==> src/rtl/puf_race_sequencer_if.sv <==
// Request, race-arbiter and response signals of one arbiter-PUF race sequencer.
// The master modport is the sequencer side; slave is the requester/arbiter side.
interface puf_race_sequencer_if #(
  parameter int unsigned CW = 64,
  parameter int unsigned RW = 32
);
  logic          start;
  logic [CW-1:0] seed;
  logic [CW-1:0] challenge;
  logic          arb_rst;
  logic          launch;
  logic          arb_done;
  logic          arb_out;
  logic [RW-1:0] resp;
  logic          resp_valid;
  logic          resp_ready;
  logic          busy;
  logic          timeout_err;

  modport master (
    input  start, seed, arb_done, arb_out, resp_ready,
    output challenge, arb_rst, launch, resp, resp_valid, busy, timeout_err
  );

  modport slave (
    output start, seed, arb_done, arb_out, resp_ready,
    input  challenge, arb_rst, launch, resp, resp_valid, busy, timeout_err
  );
endinterface

==> src/rtl/puf_race_sequencer.sv <==
// Runs RW arbiter-PUF races on LFSR challenges and packs the decisions into one word.
// Define MAJORITY_VOTE_EN to race each challenge three times and keep the majority.
module puf_race_sequencer #(
  parameter int unsigned CW      = 64,
  parameter int unsigned RW      = 32,
  parameter int unsigned SETTLE  = 4,
  parameter int unsigned TIMEOUT = 255
) (
  input logic                 clk,
  input logic                 rst,
  puf_race_sequencer_if.master bus
);

  localparam int unsigned CntMax = (SETTLE > TIMEOUT) ? SETTLE : TIMEOUT;
  localparam int unsigned CntW   = $clog2(CntMax + 1);
  localparam int unsigned BitW   = $clog2(RW);

  typedef enum logic [2:0] {StIdle, StLoad, StLaunch, StWait, StNext, StOut} state_e;

  state_e          state_q, state_d;
  logic [CW-1:0]   challenge_q, challenge_d;
  logic [RW-1:0]   resp_q, resp_d;
  logic            resp_valid_q, resp_valid_d;
  logic            busy_q, busy_d;
  logic            terr_q, terr_d;
  logic            arb_rst_q, arb_rst_d;
  logic            launch_q, launch_d;
  logic [CntW-1:0] cnt_q, cnt_d;
  logic [BitW-1:0] bit_cnt_q, bit_cnt_d;
  logic            bit_q, bit_d;
  logic            decided;
  logic            decision;
  logic            fb;
`ifdef MAJORITY_VOTE_EN
  logic [1:0]      vote_q, vote_d;
  logic [1:0]      ones_q, ones_d;
`endif

  assign fb = challenge_q[CW-1] ^ challenge_q[CW-2] ^ challenge_q[CW-4] ^ challenge_q[CW-5];

  always_comb begin
    state_d      = state_q;
    challenge_d  = challenge_q;
    resp_d       = resp_q;
    resp_valid_d = resp_valid_q;
    busy_d       = busy_q;
    terr_d       = terr_q;
    cnt_d        = cnt_q;
    bit_cnt_d    = bit_cnt_q;
    bit_d        = bit_q;
    decided      = 1'b0;
    decision     = 1'b0;
`ifdef MAJORITY_VOTE_EN
    vote_d       = vote_q;
    ones_d       = ones_q;
`endif
    unique case (state_q)
      StIdle: begin
        if (bus.start) begin
          // An all-zero seed would lock the LFSR at zero.
          challenge_d = (bus.seed == '0) ? '1 : bus.seed;
          resp_d      = '0;
          busy_d      = 1'b1;
          terr_d      = 1'b0;
          bit_cnt_d   = '0;
          cnt_d       = CntW'(1);
          state_d     = StLoad;
`ifdef MAJORITY_VOTE_EN
          vote_d      = '0;
          ones_d      = '0;
`endif
        end
      end
      StLoad: begin
        if (cnt_q == CntW'(SETTLE)) begin
          state_d = StLaunch;
        end else begin
          cnt_d = cnt_q + CntW'(1);
        end
      end
      StLaunch: begin
        state_d = StWait;
        cnt_d   = CntW'(1);
      end
      StWait: begin
        if (bus.arb_done) begin
          decided  = 1'b1;
          decision = bus.arb_out;
        end else if (cnt_q == CntW'(TIMEOUT)) begin
          decided = 1'b1;
          terr_d  = 1'b1;
        end else begin
          cnt_d = cnt_q + CntW'(1);
        end
        if (decided) begin
`ifdef MAJORITY_VOTE_EN
          ones_d = ones_q + {1'b0, decision};
          if (vote_q == 2'd2) begin
            bit_d   = (ones_d >= 2'd2);
            state_d = StNext;
          end else begin
            vote_d  = vote_q + 2'd1;
            cnt_d   = CntW'(1);
            state_d = StLoad;
          end
`else
          bit_d   = decision;
          state_d = StNext;
`endif
        end
      end
      StNext: begin
        resp_d      = {resp_q[RW-2:0], bit_q};
        challenge_d = {challenge_q[CW-2:0], fb};
`ifdef MAJORITY_VOTE_EN
        vote_d      = '0;
        ones_d      = '0;
`endif
        if (bit_cnt_q == BitW'(RW - 1)) begin
          resp_valid_d = 1'b1;
          state_d      = StOut;
        end else begin
          bit_cnt_d = bit_cnt_q + BitW'(1);
          cnt_d     = CntW'(1);
          state_d   = StLoad;
        end
      end
      StOut: begin
        if (bus.resp_ready) begin
          resp_valid_d = 1'b0;
          busy_d       = 1'b0;
          state_d      = StIdle;
        end
      end
      default: state_d = StIdle;
    endcase
    // Outputs are registered from the next state so they line up with it.
    arb_rst_d = !((state_d == StLaunch) || (state_d == StWait));
    launch_d  = (state_d == StLaunch);
  end

  always_ff @(posedge clk) begin
    if (rst) begin
      state_q      <= StIdle;
      challenge_q  <= '0;
      resp_q       <= '0;
      resp_valid_q <= 1'b0;
      busy_q       <= 1'b0;
      terr_q       <= 1'b0;
      arb_rst_q    <= 1'b1;
      launch_q     <= 1'b0;
      cnt_q        <= '0;
      bit_cnt_q    <= '0;
      bit_q        <= 1'b0;
`ifdef MAJORITY_VOTE_EN
      vote_q       <= '0;
      ones_q       <= '0;
`endif
    end else begin
      state_q      <= state_d;
      challenge_q  <= challenge_d;
      resp_q       <= resp_d;
      resp_valid_q <= resp_valid_d;
      busy_q       <= busy_d;
      terr_q       <= terr_d;
      arb_rst_q    <= arb_rst_d;
      launch_q     <= launch_d;
      cnt_q        <= cnt_d;
      bit_cnt_q    <= bit_cnt_d;
      bit_q        <= bit_d;
`ifdef MAJORITY_VOTE_EN
      vote_q       <= vote_d;
      ones_q       <= ones_d;
`endif
    end
  end

  assign bus.challenge   = challenge_q;
  assign bus.arb_rst     = arb_rst_q;
  assign bus.launch      = launch_q;
  assign bus.resp        = resp_q;
  assign bus.resp_valid  = resp_valid_q;
  assign bus.busy        = busy_q;
  assign bus.timeout_err = terr_q;

endmodule

==> src/flat_wrapper.sv <==
// flat-port wrapper written by rule: the top's interface ports become plain ports
module puf_race_sequencer_flat 
#(
  parameter int unsigned CW      = 64,
  parameter int unsigned RW      = 32,
  parameter int unsigned SETTLE  = 4,
  parameter int unsigned TIMEOUT = 255
)
  (clk, rst, bus_start, bus_seed, bus_arb_done, bus_arb_out, bus_resp_ready, bus_challenge, bus_arb_rst, bus_launch, bus_resp, bus_resp_valid, bus_busy, bus_timeout_err);
  puf_race_sequencer_if #(.CW(CW), .RW(RW)) bus_i ();
  input logic clk;
  input logic rst;
  input wire logic [$bits(bus_i.start)-1:0] bus_start;
  input wire logic [$bits(bus_i.seed)-1:0] bus_seed;
  input wire logic [$bits(bus_i.arb_done)-1:0] bus_arb_done;
  input wire logic [$bits(bus_i.arb_out)-1:0] bus_arb_out;
  input wire logic [$bits(bus_i.resp_ready)-1:0] bus_resp_ready;
  output wire logic [$bits(bus_i.challenge)-1:0] bus_challenge;
  output wire logic [$bits(bus_i.arb_rst)-1:0] bus_arb_rst;
  output wire logic [$bits(bus_i.launch)-1:0] bus_launch;
  output wire logic [$bits(bus_i.resp)-1:0] bus_resp;
  output wire logic [$bits(bus_i.resp_valid)-1:0] bus_resp_valid;
  output wire logic [$bits(bus_i.busy)-1:0] bus_busy;
  output wire logic [$bits(bus_i.timeout_err)-1:0] bus_timeout_err;
  assign bus_i.start = bus_start;
  assign bus_i.seed = bus_seed;
  assign bus_i.arb_done = bus_arb_done;
  assign bus_i.arb_out = bus_arb_out;
  assign bus_i.resp_ready = bus_resp_ready;
  assign bus_challenge = bus_i.challenge;
  assign bus_arb_rst = bus_i.arb_rst;
  assign bus_launch = bus_i.launch;
  assign bus_resp = bus_i.resp;
  assign bus_resp_valid = bus_i.resp_valid;
  assign bus_busy = bus_i.busy;
  assign bus_timeout_err = bus_i.timeout_err;
  puf_race_sequencer #(.CW(CW), .RW(RW), .SETTLE(SETTLE), .TIMEOUT(TIMEOUT)) u_core (.clk(clk), .rst(rst), .bus(bus_i));
endmodule
==> config.mk <==
export PLATFORM = sky130hd
export DESIGN_NAME = puf_race_sequencer_flat
export DESIGN_NICKNAME = d
export VERILOG_FILES = /design/src/rtl/puf_race_sequencer_if.sv /design/src/rtl/puf_race_sequencer.sv /design/src/flat_wrapper.sv
export SDC_FILE = /design/constraint.sdc
export NUM_CORES = 1
export LEC_CHECK = 0
export ABC_AREA = 1
export CAP_MARGIN = 20
export CORE_MARGIN = 4
export CORE_UTILIZATION = 44
export DETAILED_ROUTE_END_ITERATION = 10
export PLACE_DENSITY_LB_ADDON = 0.15
export SLEW_MARGIN = 15
export SYNTH_ARGS = -nofsm -noshare
export SYNTH_HDL_FRONTEND = slang
export SYNTH_SLANG_ARGS = --single-unit
==> constraint.sdc <==
create_clock -name clk -period 1.6 [get_ports clk]
set_clock_uncertainty 0.15 [all_clocks]
set_input_delay 0.32 -clock clk [delete_from_list [all_inputs] [get_ports clk]]
set_output_delay 0.32 -clock clk [all_outputs]
set_load 0.01 [all_outputs]
Word-level counts from Yosys, hierarchy flattened
Index checks and enable logic that the tools add are counted.
{ "classes": {"addsub": 2, "eq_ne": 18, "n_bitwise": 3, "reduce_logical": 16, "mux": 33} }
{ "op_table": {"columns": ["operator", "count"], "rows": [
  ["two-way mux 64 bit", 2],
  ["one-hot mux 64 bit (2 select lines)", 1],
  ["logical NOT 64 bit", 1],
  ["one-hot mux 32 bit (2 select lines)", 1],
  ["two-way mux 8 bit", 5],
  ["one-hot mux 8 bit (5 select lines)", 1],
  ["two-way mux 32 bit", 1],
  ["one-hot mux 3 bit (6 select lines)", 1],
  ["two-way mux 3 bit", 5],
  ["equality test 3 x 2 -> 1 bit (second input constant)", 4],
  ["!= test 2 bit (second input constant)", 6],
  ["two-way mux 1 bit", 10],
  ["two-way mux 5 bit", 2],
  ["one-hot mux 5 bit (2 select lines)", 1],
  ["AND reduction 3 bit", 3],
  ["adder 8 x 1 -> 8 bit (second input constant)", 1],
  ["equality test 8 x 3 -> 1 bit (second input constant)", 1],
  ["equality test 8 bit (second input constant)", 1],
  ["nonzero test 2 bit", 4],
  ["equality test 3 bit (second input constant)", 2],
  ["one-hot mux 1 bit (2 select lines)", 3],
  ["AND reduction 6 bit", 1],
  ["adder 5 x 1 -> 5 bit (second input constant)", 1],
  ["equality test 5 bit (second input constant)", 1],
  ["9 further kinds", 13]
]} }
{ "totals": {"ff_bits": 118, "word_cells": 83, "output_inout_bits": 101, "inputBits": 70} }

Longest topological paths before layout
{ "logic_depth": {"word_depth": 9, "depth_mapped": 11, "depth_no_buf": 11} }

Worst setup path after synthesis
Ideal clock, no wire load.
{ "synth_timing": {"path_type": "reg2reg", "start": "register u_core.bit_cnt_q[0]", "end": "register u_core.cnt_q[0]", "setup_time_ns": 0.116, "path_slack_ns": -0.171, "n_path_buf": 0, "required_time_ns": 1.334, "path_stages_with_launch": 12, "period_less_slack_ns": 1.771, "arrival_ns": 1.506, "cell_sequence": "dfxtp_1 ha_1 inv_1 nor3_1 ha_1 inv_1 a21oi_1 nand3b_1 nor2_4 nand2_1 nor2_1 nor2_1"} }
{ "synth_via": {"elab_chain_cells": 3} }
{ "synth_lines": {"columns": ["element", "line_no", "text"], "rows": [
  ["start, declared", "puf_race_sequencer.sv:29", "logic [BitW-1:0] bit_cnt_q, bit_cnt_d;"],
  ["start signal, assigned", "puf_race_sequencer.sv:169", "bit_cnt_q <= bit_cnt_d;"],
  ["equality test 5 bit", "puf_race_sequencer.sv:119", "if (bit_cnt_q == BitW'(RW - 1)) begin"],
  ["!= test 2 bit (no line)", null, null],
  ["AND reduction 6 bit (no line)", null, null],
  ["end signal, assigned", "puf_race_sequencer.sv:168", "cnt_q <= cnt_d;"],
  ["end, declared", "puf_race_sequencer.sv:28", "logic [CntW-1:0] cnt_q, cnt_d;"]
]} }
No other way between the ends.
A chain may end at the register's enable or synchronous reset.

Final worst setup path
Ends and elaborated chain as after synthesis.

==> metrics <==
status finished, violations left; violated checks negative setup slack; HPWL after DPL 12300 um; IO Pins 171; synthesis warning total 0; final worst setup slack -0.292 ns; cells traversed along the worst timing path ha_4 > inv_2 > nor3_2 > ha_2 > inv_2 > a21oi_4 > nand3b_1 > nor2_4 > nand2_1 > nor2_2 > nor2_1; data arrival time at the worst-slack endpoint 2.05 ns; setup repair after global routing missed its margin yes; worst min-delay path class in -> reg; Worst Min Path Start bus_seed[43]; number of nets in the synthesized netlist 1013; Congestion Overflow GR 0; leakage component of the power 5.65 nW; f_max 0.529 GHz; cells after synthesis 939; H-Tree Level Count 4; cts bufs inserted 17; number of storage elements in the synthesis netlist 118; first-pass GRT wire length 30000 um; die height 125 um; # setup viols final 113; area growth from synthesis to layout 72.8%; share of the synthesized area in the top cell type 39.2%; startpoint types register; slowest CP cell dfxtp_2; GRT Resource Usage Total 23.1%; root buffer cell clkbuf_16; FF-to-FF Start u_core.bit_cnt_q[0]; Unique masters post-synth 28; slew at the pin closest to its max-slew limit 0.424 ns; antenna violations before repair 3; classification of the worst setup path reg -> reg; mean instance size in the synthesized netlist 6.43 um2; count of clock tree sinks 118; drt drc 0; synth top area cells dfxtp_1 (39%), inv_1 (13%), nand2_1 (12%); max cap viols 0; Final Slew Violations 0; Core Rows 42; First-pass DRT Iterations 7; initial core utilization 45.2%; most common library cell in the layout ignoring fill and taps inv_1; weighted congestion at the end of routability-driven global placement 0.834; post-placement worst setup slack -0.593 ns; count of antenna-violating nets left after detailed routing 0; CTS tree built; Power per Cell Area 851 mW/mm2; total via count in the routed design 7034; clock buffer depth 2; number of port buffers 170; most numerous cell on the critical path inv_2; pin count of the biggest net entering global routing 41; Critical Path Fanout Max 3; Inst Count DP 1310; share of the yosys chip area belonging to registers 39.2%; post-layout total power 8.87 mW; Post-Syn Area 0.00603 mm2; clock slew at the register clock pins of the worst setup and hold paths 0.06 ns; drt first-iter violations 551; Die Footprint 0.0157 mm2; post-route clock period utilization 118%; Chip Width 125 um; Data required, critical path 1.76 ns; Final Hold Slack 0.0779 ns; via count of the first global-routing pass 6307; count of fill cells added during filler insertion 965; Post-layout nets 1256; cts-stage hold buffer count 0; Final Hold Fails 0; ratio of cells with drive above 1 in the final layout 26.9%; timing startpoint of the critical path u_core.bit_cnt_q[0]; clock insertion delay at the later pin of the skew report 0.42 ns; cell type contributing the most total cell area after synthesis dfxtp_1; Peak supply drop 0.794 mV; clock period minus worst slack 1.89 ns; final WL 22100 um; slowest stage delay, CP 0.33 ns; type of element capturing the critical path register; commonest cells after routing, fill and taps aside inv_1 (207), nand2_1 (163), dfxtp_1 (96), dlygate4sd2_1 (94); placeable core region 0.0133 mm2; count of placed standard cells in the final layout, fillers left out 1374; routed wirelength normalized by instance count 16.1 um; worst max-slew margin expressed relative to the limit 71.5%; Via density 5.12
[critical path, delay by kind of cell (launching register included)]
family	cells	cell delay [ns]
AND/OR/NAND/NOR	6	0.76
flip-flops	1	0.33
adder cells (fa/ha/maj)	2	0.33
buffers and inverters	2	0.14
AO/OA/AOI/OAI	1	0.06
[flip-flops by register name (all words and copies together) (netlist names)]
register / cells
u_core.bit_cnt_q: 5
u_core.bit_q: 1
u_core.bus.arb_rst: 1
u_core.bus.busy: 1
u_core.bus.challenge: 64
u_core.bus.launch: 1
u_core.bus.resp: 32
u_core.bus.resp_valid: 1
u_core.bus.timeout_err: 1
u_core.cnt_q: 8
u_core.state_q: 3
[layer usage]
layer	track usage, %	routed length, um	share of wire (%)	vias to the layer above
met2	39.1	11100	50	253
met1	28.1	9150	41	3313
li1	-	-	-	3426
met4	7.33	413	1.9	0
met5	0	0	0	-
met3	7.46	1470	6.6	42
[path summary, 6_finish.rpt]
check / to / slack (ns) / cells past startpoint
worst min-delay path: u_core.bus.challenge[43] / 0.08 / 5
worst max register to register: u_core.cnt_q[0] / -0.29 / 11
worst max-delay path: u_core.cnt_q[0] / -0.29 / 11
worst min register to register: u_core.bus.busy / 0.31 / 2
[logic make-up (layout without fill, tap and decap cells)]
logic type | after synthesis | after routing | synth area share (%)
AO/OA/AOI/OAI | 187 | 187 | 15.7
XOR/XNOR | 5 | 5 | 0.726
adder cells (fa/ha/maj) | 4 | 4 | 0.830
buffers and inverters | 274 | 529 | 17.8
flip-flops | 118 | 118 | 39.2
other | 0 | 3 | 0
AND/OR/NAND/NOR | 351 | 352 | 25.8
[through the flow]
| stage | util, % | instance area [um2] | setup TNS [ns] |
|---|---|---|---|
| 6_report | 78.1 | 10400 | -10.34 |
| 5_1_grt | 78.1 | 10400 | -17.89 |
| 4_1_cts | 68.8 | 9190 | -1.59 |
| 3_5_place_dp | 63.5 | 8470 | -44.81 |
| 3_3_place_gp | 63.5 | 8470 | -44.65 |
| 2_1_floorplan | - | 6050 | -0.0297 |
[area by class of cell]
| class | instances | area, um2 | share of cell area [%] |
|---|---|---|---|
| multi-input cells | 548 | 3290 | 31.5 |
| repair buffers | 277 | 3080 | 29.5 |
| flip-flops and latches | 118 | 2390 | 22.9 |
| inverters | 220 | 833 | 7.99 |
| clock buffers | 17 | 425 | 4.08 |
| well taps | 176 | 220 | 2.11 |
| clock inverters | 15 | 181 | 1.74 |
| diodes | 3 | 7.51 | 0.0720 |
[synth_stat cells (all sizes together)]
master,number
nand3b,2
nand2,198
ha,4
buf,24
clkbuf,30
a211oi,1
xnor2,1
nor3,9
o21ai,68
dfxtp,118
xor2,4
a21oi,115
o21bai,1
nand3,11
inv,220
o211a,1
nor2,66
nand4,65
a31oi,1
[report_power, final]
| part | total [mW] | internal, mW | switching, mW |
|---|---|---|---|
| Combinational | 1.71 | 0.829 | 0.882 |
| Clock | 3.94 | 2.45 | 1.48 |
| Sequential | 3.23 | 3.10 | 0.125 |
[timing repair]
action | CTS | global route
resized for setup | 156 | 273
gates cloned | 2 | 16
setup endpoints to repair | 212 | 127
pin swaps | 17 | 96
setup buffers | 6 | 8
(Power assumes the default switching activity.)
